===== src/rtl/crc16_t_pkg.sv =====
// crc16_t_pkg: shared FSM encoding, USB CRC16 constants, PID codes and output register type
package crc16_t_pkg;
  localparam logic [2:0] S_IDLE   = 3'd0;
  localparam logic [2:0] S_PID    = 3'd1;
  localparam logic [2:0] S_DATA   = 3'd2;
  localparam logic [2:0] S_CRC_LO = 3'd3;
  localparam logic [2:0] S_CRC_HI = 3'd4;
  localparam logic [15:0] CRC16_POLY = 16'h8005;
  localparam logic [15:0] CRC16_INIT = 16'hFFFF;
  localparam logic [7:0] PID_DATA0 = 8'hC3;
  localparam logic [7:0] PID_DATA1 = 8'h4B;
  localparam logic [7:0] PID_DATA2 = 8'h87;
  localparam logic [7:0] PID_MDATA = 8'h0F;
  typedef struct packed {
    logic       valid;
    logic       sop;
    logic       eop;
    logic [7:0] data;
  } lp_reg_t;
  // transmitted CRC is the register bit-reversed and inverted
  function automatic logic [15:0] crc16_final(input logic [15:0] c);
    logic [15:0] r;
    for (int i = 0; i < 16; i++) r[i] = ~c[15-i];
    return r;
  endfunction
endpackage


===== src/rtl/crc16_byte.sv =====
// crc16_byte: combinational USB CRC16 update over one byte, bits taken LSB-first
// ports: crc_in current register, data_in payload byte, crc_out next register
module crc16_byte
  import crc16_t_pkg::*;
(
  input  logic [15:0] crc_in,
  input  logic [7:0]  data_in,
  output logic [15:0] crc_out
);
  logic [15:0] c;
  always_comb begin
    c = crc_in;
    for (int i = 0; i < 8; i++) c = {c[14:0], 1'b0} ^ ((c[15] ^ data_in[i]) ? CRC16_POLY : 16'h0000);
  end
  assign crc_out = c;
endmodule


===== src/rtl/crc16_t.sv =====
// crc16_t: USB data-packet transmitter stage appending CRC16 behind a single output register
// ports: clk/rst_n (async active-low); lt_* link-side PID+payload in with ready/cancel;
//        data_on start permission; lp_* PHY-side bytes out with ready/cancel;
//        lp_eop_en pulses when the CRC high byte is taken; len_err pulses on payload overflow
module crc16_t
  import crc16_t_pkg::*;
#(
  parameter int MAX_LEN = 1024
) (
  input  logic       i_crc16_t_clk,
  input  logic       i_crc16_t_rst_n,
  input  logic       i_crc16_t_tx_lt_sop,
  input  logic       i_crc16_t_tx_lt_eop,
  input  logic       i_crc16_t_tx_lt_valid,
  input  logic [7:0] i_crc16_t_tx_lt_data,
  input  logic       i_crc16_t_tx_lt_cancle,
  output logic       o_crc16_t_tx_lt_ready,
  input  logic       i_crc16_t_tx_data_on,
  output logic       o_crc16_t_tx_lp_sop,
  output logic       o_crc16_t_tx_lp_eop,
  output logic       o_crc16_t_tx_lp_valid,
  output logic [7:0] o_crc16_t_tx_lp_data,
  output logic       o_crc16_t_tx_lp_cancle,
  input  logic       i_crc16_t_tx_lp_ready,
  output logic       o_crc16_t_tx_lp_eop_en,
  output logic       o_crc16_t_len_err
);
  logic [2:0] state_q, state_d;
  logic [15:0] crc_q, crc_d, crc_nx, crc_fin;
  logic [10:0] cnt_q, cnt_d;
  lp_reg_t lp_q, lp_d;
  logic cancle_q, cancle_d, eop_en_q, eop_en_d, len_err_q, len_err_d;
  logic out_free, in_pkt, accept, ovf, cancel;
  assign out_free = !lp_q.valid | i_crc16_t_tx_lp_ready;
  assign in_pkt = (state_q == S_PID) | (state_q == S_DATA);
  assign o_crc16_t_tx_lt_ready = (in_pkt | ((state_q == S_IDLE) & i_crc16_t_tx_data_on)) & out_free;
  assign accept = i_crc16_t_tx_lt_valid & o_crc16_t_tx_lt_ready;
  assign ovf = accept & in_pkt & (cnt_q == 11'(MAX_LEN));
  // overflow aborts the packet exactly like a link cancel, and wins over the byte
  assign cancel = (state_q != S_IDLE) & (i_crc16_t_tx_lt_cancle | ovf);
  assign crc_fin = crc16_final(crc_q);
  crc16_byte u_crc (
    .crc_in (crc_q),
    .data_in(i_crc16_t_tx_lt_data),
    .crc_out(crc_nx)
  );
  always_comb begin
    state_d = state_q;
    crc_d = crc_q;
    cnt_d = cnt_q;
    lp_d = (lp_q.valid & i_crc16_t_tx_lp_ready) ? '0 : lp_q;
    cancle_d = 1'b0;
    eop_en_d = 1'b0;
    len_err_d = ovf;
    if (cancel) begin
      state_d = S_IDLE;
      crc_d = CRC16_INIT;
      cnt_d = '0;
      lp_d = '0;
      cancle_d = 1'b1;
    end else begin
      if (state_q == S_IDLE && accept && i_crc16_t_tx_lt_sop) begin
        lp_d = {1'b1, 1'b1, 1'b0, i_crc16_t_tx_lt_data};
        crc_d = CRC16_INIT;
        cnt_d = '0;
        state_d = i_crc16_t_tx_lt_eop ? S_CRC_LO : S_DATA;
      end
      if (in_pkt && accept) begin
        lp_d = {1'b1, 1'b0, 1'b0, i_crc16_t_tx_lt_data};
        crc_d = crc_nx;
        cnt_d = cnt_q + 11'd1;
        state_d = i_crc16_t_tx_lt_eop ? S_CRC_LO : S_DATA;
      end
      if (state_q == S_CRC_LO && out_free) begin
        lp_d = {1'b1, 1'b0, 1'b0, crc_fin[7:0]};
        state_d = S_CRC_HI;
      end
      // CRC_HI first loads the high byte (eop set), then waits for the PHY to take it
      if (state_q == S_CRC_HI && !lp_q.eop && out_free) lp_d = {1'b1, 1'b0, 1'b1, crc_fin[15:8]};
      if (state_q == S_CRC_HI && lp_q.eop && lp_q.valid && i_crc16_t_tx_lp_ready) begin
        state_d = S_IDLE;
        eop_en_d = 1'b1;
      end
      if (state_q > S_CRC_HI) state_d = S_IDLE;
    end
  end
  always_ff @(posedge i_crc16_t_clk or negedge i_crc16_t_rst_n) begin
    if (!i_crc16_t_rst_n) begin
      state_q <= S_IDLE;
      crc_q <= CRC16_INIT;
      cnt_q <= '0;
      lp_q <= '0;
      cancle_q <= 1'b0;
      eop_en_q <= 1'b0;
      len_err_q <= 1'b0;
    end else begin
      state_q <= state_d;
      crc_q <= crc_d;
      cnt_q <= cnt_d;
      lp_q <= lp_d;
      cancle_q <= cancle_d;
      eop_en_q <= eop_en_d;
      len_err_q <= len_err_d;
    end
  end
  assign o_crc16_t_tx_lp_valid = lp_q.valid;
  assign o_crc16_t_tx_lp_sop = lp_q.sop;
  assign o_crc16_t_tx_lp_eop = lp_q.eop;
  assign o_crc16_t_tx_lp_data = lp_q.data;
  assign o_crc16_t_tx_lp_cancle = cancle_q;
  assign o_crc16_t_tx_lp_eop_en = eop_en_q;
  assign o_crc16_t_len_err = len_err_q;
endmodule


===== config.mk =====
export PLATFORM = sky130hd
export DESIGN_NAME = crc16_t
export DESIGN_NICKNAME = d
export VERILOG_FILES = /design/src/rtl/crc16_t_pkg.sv /design/src/rtl/crc16_byte.sv /design/src/rtl/crc16_t.sv
export SDC_FILE = /design/constraint.sdc
export NUM_CORES = 1
export LEC_CHECK = 0
export ABC_CLOCK_PERIOD_IN_PS = 2500
export BUFFER_PORTS_ARGS = -buffer_cell sky130_fd_sc_hd__buf_2
export CAP_MARGIN = 20
export CORE_ASPECT_RATIO = 0.7
export CORE_MARGIN = 1
export CORE_UTILIZATION = 50
export CTS_BUF_LIST = sky130_fd_sc_hd__clkbuf_2 sky130_fd_sc_hd__clkbuf_4 sky130_fd_sc_hd__clkbuf_8
export CTS_CLUSTER_SIZE = 24
export DETAILED_ROUTE_END_ITERATION = 8
export PLACE_DENSITY_LB_ADDON = 0.15
export SLEW_MARGIN = 0
export SYNTH_ARGS = -nofsm -noshare
export SYNTH_HDL_FRONTEND = slang
export SYNTH_SLANG_ARGS = --single-unit

===== constraint.sdc =====
create_clock -name i_crc16_t_clk -period 2.5 [get_ports i_crc16_t_clk]
set_clock_uncertainty 0.05 [all_clocks]
set_input_delay 0.125 -clock i_crc16_t_clk [delete_from_list [all_inputs] [get_ports i_crc16_t_clk]]
set_output_delay 0.125 -clock i_crc16_t_clk [all_outputs]
set_load 0.005 [all_outputs]

==> out/metrics.yaml <==
setup_path:
  r2r_end: "crc_q[15]"
  r2r_cells: 6
  critPathCapture: "crc_q[15]"
  cpMostUsedCell: "xor2_1"
  crit_slowest_cell: "dfstp_2"
  crit_chain: "xor2_1 > xnor2_1 > xor2_1 > xnor3_1 > xor2_1 > o22a_1"
  cp-startpoint: "crc_q[11]"
  worst_setup_path_start_kind: "flop"
  crit_family: "XOR/XNOR gates"
  cp.depth: 6
  worst-path-buf-inv: 0
  worstPathArrival_ns: 2.41
  slowest_delay_ns: 0.55
  r2r-start: "crc_q[11]"
  critPathRequiredTime_ns: 2.68
  reg2reg_slack_ns: 0.27
  crit_path_max_fanout: 3
  end_kind: "flop"
  critical_path_class: "reg -> reg"
cts:
  numCtsBuffers: 5
  numClockSinks: 44
  path_clk_slew_ns: 0.08
  cts_tree: "built"
  cts-root-buf: "clkbuf_8"
  htreeDepth: 2
  ctsHoldBuffers: 2
  cts_buffer_depth: 2
  post_cts_resized: 0
  cts_setup_buffers: 0
  clock_latency_ns: 0.30
power:
  power-per-cell-area_nw_per_um2: 1040
  clkPwrFrac_pct: 17.0
  leakagePower_nw: 1.26
  netSwitchingFraction_pct: 36.4
  p_total_mw: 2.81
  power.internal_mw: 1.79
  ir_drop_v: 0.000502
  p_sw_mw: 1.02
  combPwrFrac_pct: 43.0
  seqPwrFrac_pct: 40.0
sta:
  fin_crit_sh_pct: 89.3
  setup-violations-final: 0
  final_hold_viol_count: 0
  rsz0062_at_grt: "no"
  setup_tns_ns: 0
  fmax_ghz: 0.448
  fin_crit_ns: 2.23
  worst_slack_ns: 0.267
  slew_viol_final: 0
  maxSlewHeadroom_pct: 36.2
  tightest_slew_ns: 0.958
global_route:
  grt_pass1_wl_um: 8450
  grt.overflow.total: 0
  first_global_vias: 1760
  grt.total_usage_pct: 22.3
  grt_max_degree: 45
  antenna_found_initial: 0
synth:
  yosysMostFrequentCell: "nor2_1"
  syn_nets: 255
  yosys_warnings: 0
  synthCells: 237
  synthTopCellsByCount: "nor2_1, dfrtp_1, nand2_1"
  synth_seq_cells: 44
  yosysUniqueCellTypes: 45
  synthFlopType: "dfrtp_1"
  syn_area_um2: 2380
  synth_area_leader_cell: "dfrtp_1"
  ys_async_sr_fraction_pct: 100
  avgSynthCellArea_um2: 10.0
  synth_enable_flop_cells: 0
  ys_seq_area_share_pct: 47.1
  synth_area_leaders: "dfrtp_1, dfstp_2, xnor2_1, nor2_1, o22a_1"
  synth_top_area_share_pct: 29.5
die:
  die_h_um: 59.7
  core_area_um2: 4450
  start_util_pct: 53.4
  dieArea_um2: 5040
  row_count: 20
  dieWidth_um: 84.4
  io_pins: 31
drt:
  antenna_left: 0
  drc: 8
  first_pass_iters: 6
  wl_um: 5000
  post_drt_wl_per_cell_um: 15.2
  drtIter0Drc: 102
  avgViaCountPerCell: 5.79
  vias: 1900
placed_design:
  io_buffers: 30
  dp_hpwl_um: 3550
  pre_cts_slack_ns: 0.307
  dpl_cell_area_um2: 2590
  place_congestion: 0.951
final_layout:
  area_growth_pct: 13.9
  drive_above_1_share_pct: 26.0
  diodes: 0
  fin_util_pct: 60.8
  final_area_um2: 2710
  nets: 290
hold_path:
  hold_path.class: "in -> reg"
  min_from: "i_crc16_t_tx_lt_valid"
run_status:
  violations: "DRC"
  outcome: "complete, but fails checks"
run:
  drv_cap: 0
## layout by cell type, fill, tap and decap left out, types with 2 or more instances in the layout
cell / Yosys / final
a211oi_2: 2 / 2
nand4b_1: 2 / 2
nor4_1: 2 / 2
a22oi_1: 8 / 8
or3_1: 2 / 2
xor2_1: 9 / 9
o31ai_1: 3 / 3
a31oi_1: 2 / 2
nor2_1: 30 / 30
nand3_1: 6 / 6
buf_2: 5 / 30
dfrtp_1: 28 / 28
dlygate4sd3_1: 0 / 2
nor3_1: 3 / 3
clkbuf_4: 0 / 2
xnor2_1: 14 / 14
clkbuf_8: 0 / 6
inv_1: 5 / 5
nand2_1: 21 / 21
a21oi_1: 3 / 3
a211o_1: 8 / 8
o21ai_0: 17 / 17
dfstp_2: 16 / 16
nor3_2: 2 / 2
ha_1: 2 / 2
o22a_1: 11 / 11
a2bb2oi_1: 5 / 5
buf_4: 3 / 9
and3_1: 6 / 6
## stage by stage
stage	std cells	hold WS, ns
2_1_floorplan	237	-0.221
3_3_place_gp	318	0.292
3_5_place_dp	318	0.287
4_1_cts	328	0.0357
5_1_grt	328	0.0530
6_report	328	0.0497
## flip-flops by register name, summed over array words and instances (netlist names)
| register | flops |
|---|---|
| crc_q | 16 |
| cnt_q | 11 |
| o_crc16_t_tx_lp_data | 8 |
| state_q | 3 |
| o_crc16_t_len_err | 1 |
| o_crc16_t_tx_lp_cancle | 1 |
| o_crc16_t_tx_lp_eop | 1 |
| o_crc16_t_tx_lp_eop_en | 1 |
| o_crc16_t_tx_lp_sop | 1 |
| o_crc16_t_tx_lp_valid | 1 |
## worst min-delay path by stage
stage | end | depth (start not counted)
2_1_floorplan | cnt_q[0] | 0
3_3_place_gp | cnt_q[8] | 1
3_5_place_dp | cnt_q[8] | 1
4_1_cts | o_crc16_t_len_err | 3
5_1_grt | o_crc16_t_len_err | 3
6_report | o_crc16_t_len_err | 3
## tightest hold or removal path, cell delays in order
cell,delay [ns]
buf_2,0.13
nand2_1,0.06
nor3_1,0.05
## logic make-up after synthesis
group | count (synthesis) | share of synthesized area (%)
compound gates | 66 | 21.5
xor+xnor | 24 | 9.42
fa+ha+maj | 2 | 1.05
buf+inv | 18 | 3.89
flops | 44 | 47.1
simple gates | 83 | 17.0
## routing by layer
layer / wire (um) / vias to the layer above / part of all wire, % / track usage, %
met5: 0 / - / 0 / 0
met4: 62 / 0 / 1.2 / 8.72
met3: 191 / 7 / 3.8 / 5.25
met2: 2200 / 40 / 44 / 34.0
met1: 2550 / 928 / 51 / 31.4
li1: - / 925 / - / -
## area by class of cell
type / count / area, um^2
tap: 55 / 68.8
sequential: 44 / 1120
timing repair buffer: 41 / 238
fill: 410 / 1750
multi-input combinational: 175 / 1160
clock buffer: 8 / 97.6
inverter: 5 / 18.8
## power by group through the flow
| stage | sequential [mW] | clock [mW] | combinational, mW |
|---|---|---|---|
| after floorplan | 1.07 | 0 | 0.946 |
| final | 1.12 | 0.477 | 1.21 |
| after CTS | 1.12 | 0.496 | 1.22 |
| after global placement | 1.14 | 0 | 1.19 |
| after global routing | 1.15 | 0.524 | 1.34 |
| after detailed placement | 1.13 | 0 | 1.21 |
Power figures use the tool's default switching activity.
